[config.mk]
export PLATFORM = sky130hd
export DESIGN_NAME = wca_usb_fx3_arbiter_flat
export DESIGN_NICKNAME = d
export VERILOG_FILES = /design/src/rtl/wca_usb_fx3_arbiter_if.sv /design/src/rtl/wca_usb_fx3_arbiter.sv /design/src/flat_wrapper.sv
export SDC_FILE = /design/constraint.sdc
export NUM_CORES = 1
export LEC_CHECK = 0
export ABC_AREA = 1
export CAP_MARGIN = 20
export CELL_PAD_IN_SITES_DETAIL_PLACEMENT = 0
export CELL_PAD_IN_SITES_GLOBAL_PLACEMENT = 1
export CORE_MARGIN = 8
export CORE_UTILIZATION = 30
export CTS_BUF_LIST = sky130_fd_sc_hd__clkbuf_16
export DETAILED_ROUTE_END_ITERATION = 12
export PLACE_DENSITY = 0.79
export SYNTH_ARGS = -nofsm -noshare
export SYNTH_HDL_FRONTEND = slang
export SYNTH_SLANG_ARGS = --single-unit
[constraint.sdc]
create_clock -name clk_in -period 1.6 [get_ports clk_in]
set_input_delay 0.24 -clock clk_in [delete_from_list [all_inputs] [get_ports clk_in]]
set_output_delay 0.24 -clock clk_in [all_outputs]
set_load 0.005 [all_outputs]
[src/rtl/wca_usb_fx3_arbiter_if.sv]
// Channel and FX3 port-interface bundle for wca_usb_fx3_arbiter.
// The master modport is the arbiter side; slave is the channel FIFOs plus the FX3 port interface.
interface wca_usb_fx3_arbiter_if #(
    parameter int NBITS_ADDR = 2,
    parameter int NCHAN      = 4
);
    logic [NCHAN-1:0]        chEn;
    logic [NCHAN-1:0]        chDir;
    logic [NCHAN-1:0]        chReq;
    logic [NCHAN-1:0]        chGrant;
    logic [NCHAN-1:0]        chDone;
    logic [NBITS_ADDR+1:0]   pifCtrl;
    logic [6:0]              pifStatus;
    logic                    errTimeout;

    modport master (
        input  chEn, chDir, chReq, pifStatus,
        output chGrant, chDone, pifCtrl, errTimeout
    );

    modport slave (
        output chEn, chDir, chReq, pifStatus,
        input  chGrant, chDone, pifCtrl, errTimeout
    );
endinterface

[src/rtl/wca_usb_fx3_arbiter.sv]
// Round-robin arbiter granting FX3 GPIF threads to local burst channels.
// Define WCA_FX3_ARB_PRIO0_EN to give channel 0 absolute priority at selection.
module wca_usb_fx3_arbiter #(
    parameter int NBITS_ADDR    = 2,
    parameter int NCHAN         = 4,
    parameter int SETTLE_CYCLES = 3,
    parameter int TIMEOUT       = 1023
) (
    input  logic                  clk_in,
    input  logic                  reset,
    wca_usb_fx3_arbiter_if.master bus
);
    localparam logic [1:0] PIFCMD_IDLE  = 2'd0;
    localparam logic [1:0] PIFCMD_READ  = 2'd1;
    localparam logic [1:0] PIFCMD_WRITE = 2'd2;

    localparam int SW = $clog2(SETTLE_CYCLES + 1);
    localparam int TW = $clog2(TIMEOUT + 1);

    typedef enum logic [2:0] {
        IDLE,
        ADDR,
        CHECK,
        ISSUE,
        BUSY,
        DONE
    } state_t;

    state_t                  state_q, state_d;
    logic [NBITS_ADDR-1:0]   addr_q, addr_d;
    logic [NBITS_ADDR-1:0]   ptr_q, ptr_d;
    logic                    dir_q, dir_d;
    logic [SW-1:0]           settle_q, settle_d;
    logic [TW-1:0]           tmo_q, tmo_d;
    logic                    err_q, err_d;

    logic [NCHAN-1:0]        active;
    logic [NCHAN-1:0]        chanMask;
    logic                    hiFound, loFound, selFound;
    logic [NBITS_ADDR-1:0]   hiSel, loSel, selChan;
    logic                    flagA, ioBusy;
    logic [1:0]              iocmd;
    logic [NCHAN-1:0]        grant, done;
    logic                    unusedStatus;

    assign flagA        = bus.pifStatus[6];
    assign ioBusy       = bus.pifStatus[4];
    assign unusedStatus = ^{bus.pifStatus[5], bus.pifStatus[3:0]};
    assign active       = bus.chEn & bus.chReq;
    assign chanMask     = NCHAN'(1) << addr_q;

    // Lowest active channel above the pointer wins; otherwise wrap to the lowest active one.
    always_comb begin
        hiFound = 1'b0;
        hiSel   = '0;
        loFound = 1'b0;
        loSel   = '0;
        for (int i = NCHAN - 1; i >= 0; i--) begin
            if (active[i] && (NBITS_ADDR'(i) > ptr_q)) begin
                hiFound = 1'b1;
                hiSel   = NBITS_ADDR'(i);
            end
            if (active[i]) begin
                loFound = 1'b1;
                loSel   = NBITS_ADDR'(i);
            end
        end
        selFound = hiFound | loFound;
        selChan  = hiFound ? hiSel : loSel;
`ifdef WCA_FX3_ARB_PRIO0_EN
        if (active[0]) begin
            selChan = '0;
        end
`endif
    end

    always_comb begin
        state_d  = state_q;
        addr_d   = addr_q;
        ptr_d    = ptr_q;
        dir_d    = dir_q;
        settle_d = settle_q;
        tmo_d    = tmo_q;
        err_d    = err_q;
        iocmd    = PIFCMD_IDLE;
        grant    = '0;
        done     = '0;

        unique case (state_q)
            IDLE: begin
                if (selFound) begin
                    addr_d   = selChan;
                    settle_d = '0;
                    state_d  = ADDR;
                end
            end
            ADDR: begin
                if (settle_q == SW'(SETTLE_CYCLES - 1)) begin
                    state_d = CHECK;
                end else begin
                    settle_d = settle_q + SW'(1);
                end
            end
            CHECK: begin
                if (flagA && |(bus.chReq & chanMask)) begin
                    dir_d   = |(bus.chDir & chanMask);
                    tmo_d   = '0;
                    state_d = ISSUE;
                end else begin
                    ptr_d   = addr_q;
                    state_d = IDLE;
                end
            end
            ISSUE: begin
                iocmd = dir_q ? PIFCMD_WRITE : PIFCMD_READ;
                grant = chanMask;
                if (ioBusy) begin
                    tmo_d   = '0;
                    state_d = BUSY;
                end else if (tmo_q == TW'(TIMEOUT)) begin
                    err_d   = 1'b1;
                    ptr_d   = addr_q;
                    state_d = IDLE;
                end else begin
                    tmo_d = tmo_q + TW'(1);
                end
            end
            BUSY: begin
                grant = chanMask;
                if (!ioBusy) begin
                    state_d = DONE;
                end else if (tmo_q == TW'(TIMEOUT)) begin
                    err_d   = 1'b1;
                    ptr_d   = addr_q;
                    state_d = IDLE;
                end else begin
                    tmo_d = tmo_q + TW'(1);
                end
            end
            DONE: begin
                done    = chanMask;
                ptr_d   = addr_q;
                state_d = IDLE;
            end
            default: begin
                state_d = IDLE;
            end
        endcase
    end

    // Pointer starts at the last channel so channel 0 is searched first after reset.
    always_ff @(posedge clk_in) begin
        if (reset) begin
            state_q  <= IDLE;
            addr_q   <= '0;
            ptr_q    <= NBITS_ADDR'(NCHAN - 1);
            dir_q    <= 1'b0;
            settle_q <= '0;
            tmo_q    <= '0;
            err_q    <= 1'b0;
        end else begin
            state_q  <= state_d;
            addr_q   <= addr_d;
            ptr_q    <= ptr_d;
            dir_q    <= dir_d;
            settle_q <= settle_d;
            tmo_q    <= tmo_d;
            err_q    <= err_d;
        end
    end

    assign bus.pifCtrl    = {addr_q, iocmd};
    assign bus.chGrant    = grant;
    assign bus.chDone     = done;
    assign bus.errTimeout = err_q;
endmodule
[src/flat_wrapper.sv]
// flat-port wrapper written by rule: the top's interface ports become plain ports
module wca_usb_fx3_arbiter_flat 
#(
    parameter int NBITS_ADDR    = 2,
    parameter int NCHAN         = 4,
    parameter int SETTLE_CYCLES = 3,
    parameter int TIMEOUT       = 1023
)
  (clk_in, reset, bus_chEn, bus_chDir, bus_chReq, bus_pifStatus, bus_chGrant, bus_chDone, bus_pifCtrl, bus_errTimeout);
  wca_usb_fx3_arbiter_if #(.NBITS_ADDR(NBITS_ADDR), .NCHAN(NCHAN)) bus_i ();
  input  logic clk_in;
  input  logic reset;
  input wire logic [$bits(bus_i.chEn)-1:0] bus_chEn;
  input wire logic [$bits(bus_i.chDir)-1:0] bus_chDir;
  input wire logic [$bits(bus_i.chReq)-1:0] bus_chReq;
  input wire logic [$bits(bus_i.pifStatus)-1:0] bus_pifStatus;
  output wire logic [$bits(bus_i.chGrant)-1:0] bus_chGrant;
  output wire logic [$bits(bus_i.chDone)-1:0] bus_chDone;
  output wire logic [$bits(bus_i.pifCtrl)-1:0] bus_pifCtrl;
  output wire logic [$bits(bus_i.errTimeout)-1:0] bus_errTimeout;
  assign bus_i.chEn = bus_chEn;
  assign bus_i.chDir = bus_chDir;
  assign bus_i.chReq = bus_chReq;
  assign bus_i.pifStatus = bus_pifStatus;
  assign bus_chGrant = bus_i.chGrant;
  assign bus_chDone = bus_i.chDone;
  assign bus_pifCtrl = bus_i.pifCtrl;
  assign bus_errTimeout = bus_i.errTimeout;
  wca_usb_fx3_arbiter #(.NBITS_ADDR(NBITS_ADDR), .NCHAN(NCHAN), .SETTLE_CYCLES(SETTLE_CYCLES), .TIMEOUT(TIMEOUT)) u_core (.clk_in(clk_in), .reset(reset), .bus(bus_i));
endmodule
==> metrics <==
EDFF count, synth=0; Clock Sinks=21; mux share of post-synthesis cell area=0; DRC viols=0; Critical Path AT=1300 ps; worst hold endpoint=u_core.bus.errTimeout$_SDFFE_PP0P_; vias in the first global route=1,652; post-synthesis compound-gate area fraction=0.1343; FP Rows=25; fin crit share=0.9645; final-stage net count=332; Critical Path RT=1360 ps; Yosys reg bits=21; reg2reg end=u_core.tmo_q[6]$_SDFFE_PP0P_; Synth Instances=248; Initial Util=0.3134; CP top delay family=buffers and inverters; status=completed; vias=1,686; post-synthesis simple-gate area fraction=0.4534; chip width=86.48 µm; HPWL Detailed=3232 µm; Non-Filler Instances=375; crit path buf inv count=2; Ports=34; DR iter-0 viols=58; crit path time final=1543 ps; critical path capture point type=primary output; post-route antenna net violation count=0; critical path startpoint category=flop; core footprint=0.004755 mm²; Final Hold Violating Endpoints=0; most common cell after layout, fill and taps aside=nand2_1; gr busiest metal=met2; Final Max Tran Viols=0; syn avg cell area=6.009 µm²; placed instance area=0.002053 mm²; Lkg Pwr=0.0009745 µW; PD cells=1019 mW/mm²; initial antenna violation count=0; Post-synth ARST share=0; largest family of logic cells by synthesized area=simple AND/OR/NAND/NOR gates; Worst-Margin Slew=270.8 ps; layout cells sized above 1=0.2338; synth warn=0; crit path cell chain=buf_4 > clkdlybuf4s50_1; Clock Skews=5.195 ps; total track usage=0.1190; met1 Usage GRT=0.1504; area growth from synthesis to layout=45.00%; R2R depth=8; CTS tree=yes; Post-Syn Nets=271; detail-routed net length per standard cell=10.85 µm; commonest non-fill, non-tap cells in the layout=nand2_1, buf_4, nor2_1, nand3_1, inv_1; Hold Path Class=flop to flop; CTS H-tree depth=1; XOR/XNOR Fraction of Synth Area=0.01763; Clock Tree Buf Depth=2; number of port buffers=28; Max Freq=648.0 MHz; largest cells by area after synthesis=dfxtp_1, nand2_1, nand3_1; drt pass-1 iters=4; placed insts=369; worst-path fanout max=7; adder-cell share of the synthesized area=0.01679; CTS root buf=clkbuf_16; Post-synth top flop=dfxtp_1; Die ar.=0.007479 mm²; CTS buffer count=3; Hold Path Cell Cnt=2; GR Util met3=0.02363; Power Total=2202 µW; Max-slew headroom=0.8184; Synth cell types=29; post-route cell area=0.002161 mm²; vias per inst=4.496; max-cap violation count=0; met2 Resource Use GR=0.2007; fillers=525; final RePlAce weighted congestion=0.7749; critical path class=flop to primary output; CP max stage cell=clkdlybuf4s50_1; HP Start=u_core.bus.errTimeout$_SDFFE_PP0P_; Post-Place Worst Slack=-66.50 ps; post-synth top area share=0.2821; sequential area share after synthesis=0.2821; fin worst setup slack=56.79 ps; Worst R2R Setup Slack=120 ps; reg2reg start=u_core.tmo_q[0]$_SDFFE_PP0P_; drt total wl=4069 µm; Post-Syn Area=0.001490 mm²; diode count=0; CTS clk-pin slew, worst paths=60 ps; most area-hungry cell type in the Yosys netlist=dfxtp_1; later-pin clock latency in the skew report=260 ps; pin count of the biggest net entering global routing=16; VDD IR max=0.4677 mV; Die Ht=86.48 µm; global-route congestion overflow total=0; # setup viols final=0; global-route wire length before repair=7293 µm; Crit path largest cell delay=500 ps
synthesized netlist by cell type (2+ instances only):
cell and number:
a211oi_1 2, a21oi_1 15, a21oi_4 2, buf_4 3, dfxtp_1 21, ha_1 2, inv_1 23, inv_2 4
nand2_1 76, nand2_2 5, nand3_1 31, nand4_1 4, nor2_1 34, nor3_1 2, o21ai_0 8, o21bai_1 2
xnor2_1 2
layout make-up:
| cell class | count | area [µm²] | area share |
|---|---|---|---|
| clock buffers | 3 | 75.07 | 0.03474 |
| clock inverters | 1 | 5.005 | 0.002316 |
| inverters | 27 | 101.3 | 0.04690 |
| multi-input cells | 194 | 957.2 | 0.4430 |
| flip-flops and latches | 21 | 430.4 | 0.1992 |
| well taps | 67 | 83.83 | 0.03880 |
| repair buffers | 62 | 508.0 | 0.2351 |
timing repair:
action / CTS / global route
hold buffers: 0 / 0
endpoints found under the hold margin: 0 / 0
setup buffers: 1 / 1
setup endpoints to repair: 12 / 14
resized for setup: 18 / 18
pin swaps: 1 / 5
worst min-delay path, cell delays in order (launching register included):
cell     delay (ps)
dfxtp_1         320
a21oi_1          40
nor2_1           70
worst max path at each step:
stage | to | start | cells past startpoint | slack, ps
after floorplan | u_core.ptr_q[1]$_SDFFE_PP1P_ | u_core.tmo_q[0]$_SDFFE_PP0P_ | 9 | 90
after global placement | u_core.addr_q[1]$_SDFFE_PP0P_ | bus_chReq[3] | 9 | -60
after detailed placement | u_core.tmo_q[3]$_SDFFE_PP0P_ | bus_chReq[3] | 8 | -70
after CTS | bus_chGrant[3] | u_core.state_q[2]$_SDFFE_PP0P_ | 7 | 20
after global routing | u_core.tmo_q[2]$_SDFFE_PP0P_ | u_core.tmo_q[1]$_SDFFE_PP0P_ | 10 | -4
final | bus_pifCtrl[3] | u_core.addr_q[1]$_SDFFE_PP0P_ | 2 | 60
routing by layer:
metal / wire length [µm] / part of all wire
met5: 0 / 0
met4: 28 / 0.0069
met3: 112 / 0.028
met2: 1926 / 0.47
met1: 2002 / 0.49
where the power goes:
part	leakage, µW	switching [µW]	internal (µW)
Sequential	0.000173	88.9	620
Clock	0.0000409	200	336
Combinational	0.000760	519	438
Total	0.000975	808	1390
logic make-up after synthesis:
| kind of cell | after synthesis |
|---|---|
| and+or+nand+nor | 157 |
| AOI/OAI and AO/OA | 32 |
| DFF | 21 |
| xor gates and xnor gates | 3 |
| buffers and inverters | 33 |
| adders and majority gates | 2 |
flip-flops by register name (all words and copies together) (netlist names):
| signal | count |
|---|---|
| u_core.settle_q | 2 |
| u_core.ptr_q | 2 |
| u_core.state_q | 3 |
| u_core.bus.errTimeout | 1 |
| u_core.addr_q | 2 |
| u_core.dir_q | 1 |
| u_core.tmo_q | 10 |
per-stage QoR:
stage	hold WS [ps]	utilization	setup TNS, ps
after floorplan	444.6	-	0
after global placement	448.8	0.4318	-544.3
after detailed placement	463.0	0.4318	-677.4
after CTS	472.4	0.4511	0
after global routing	490.0	0.4545	-8.422
final	469.1	0.4545	0
Power figures use the tool's default switching activity.
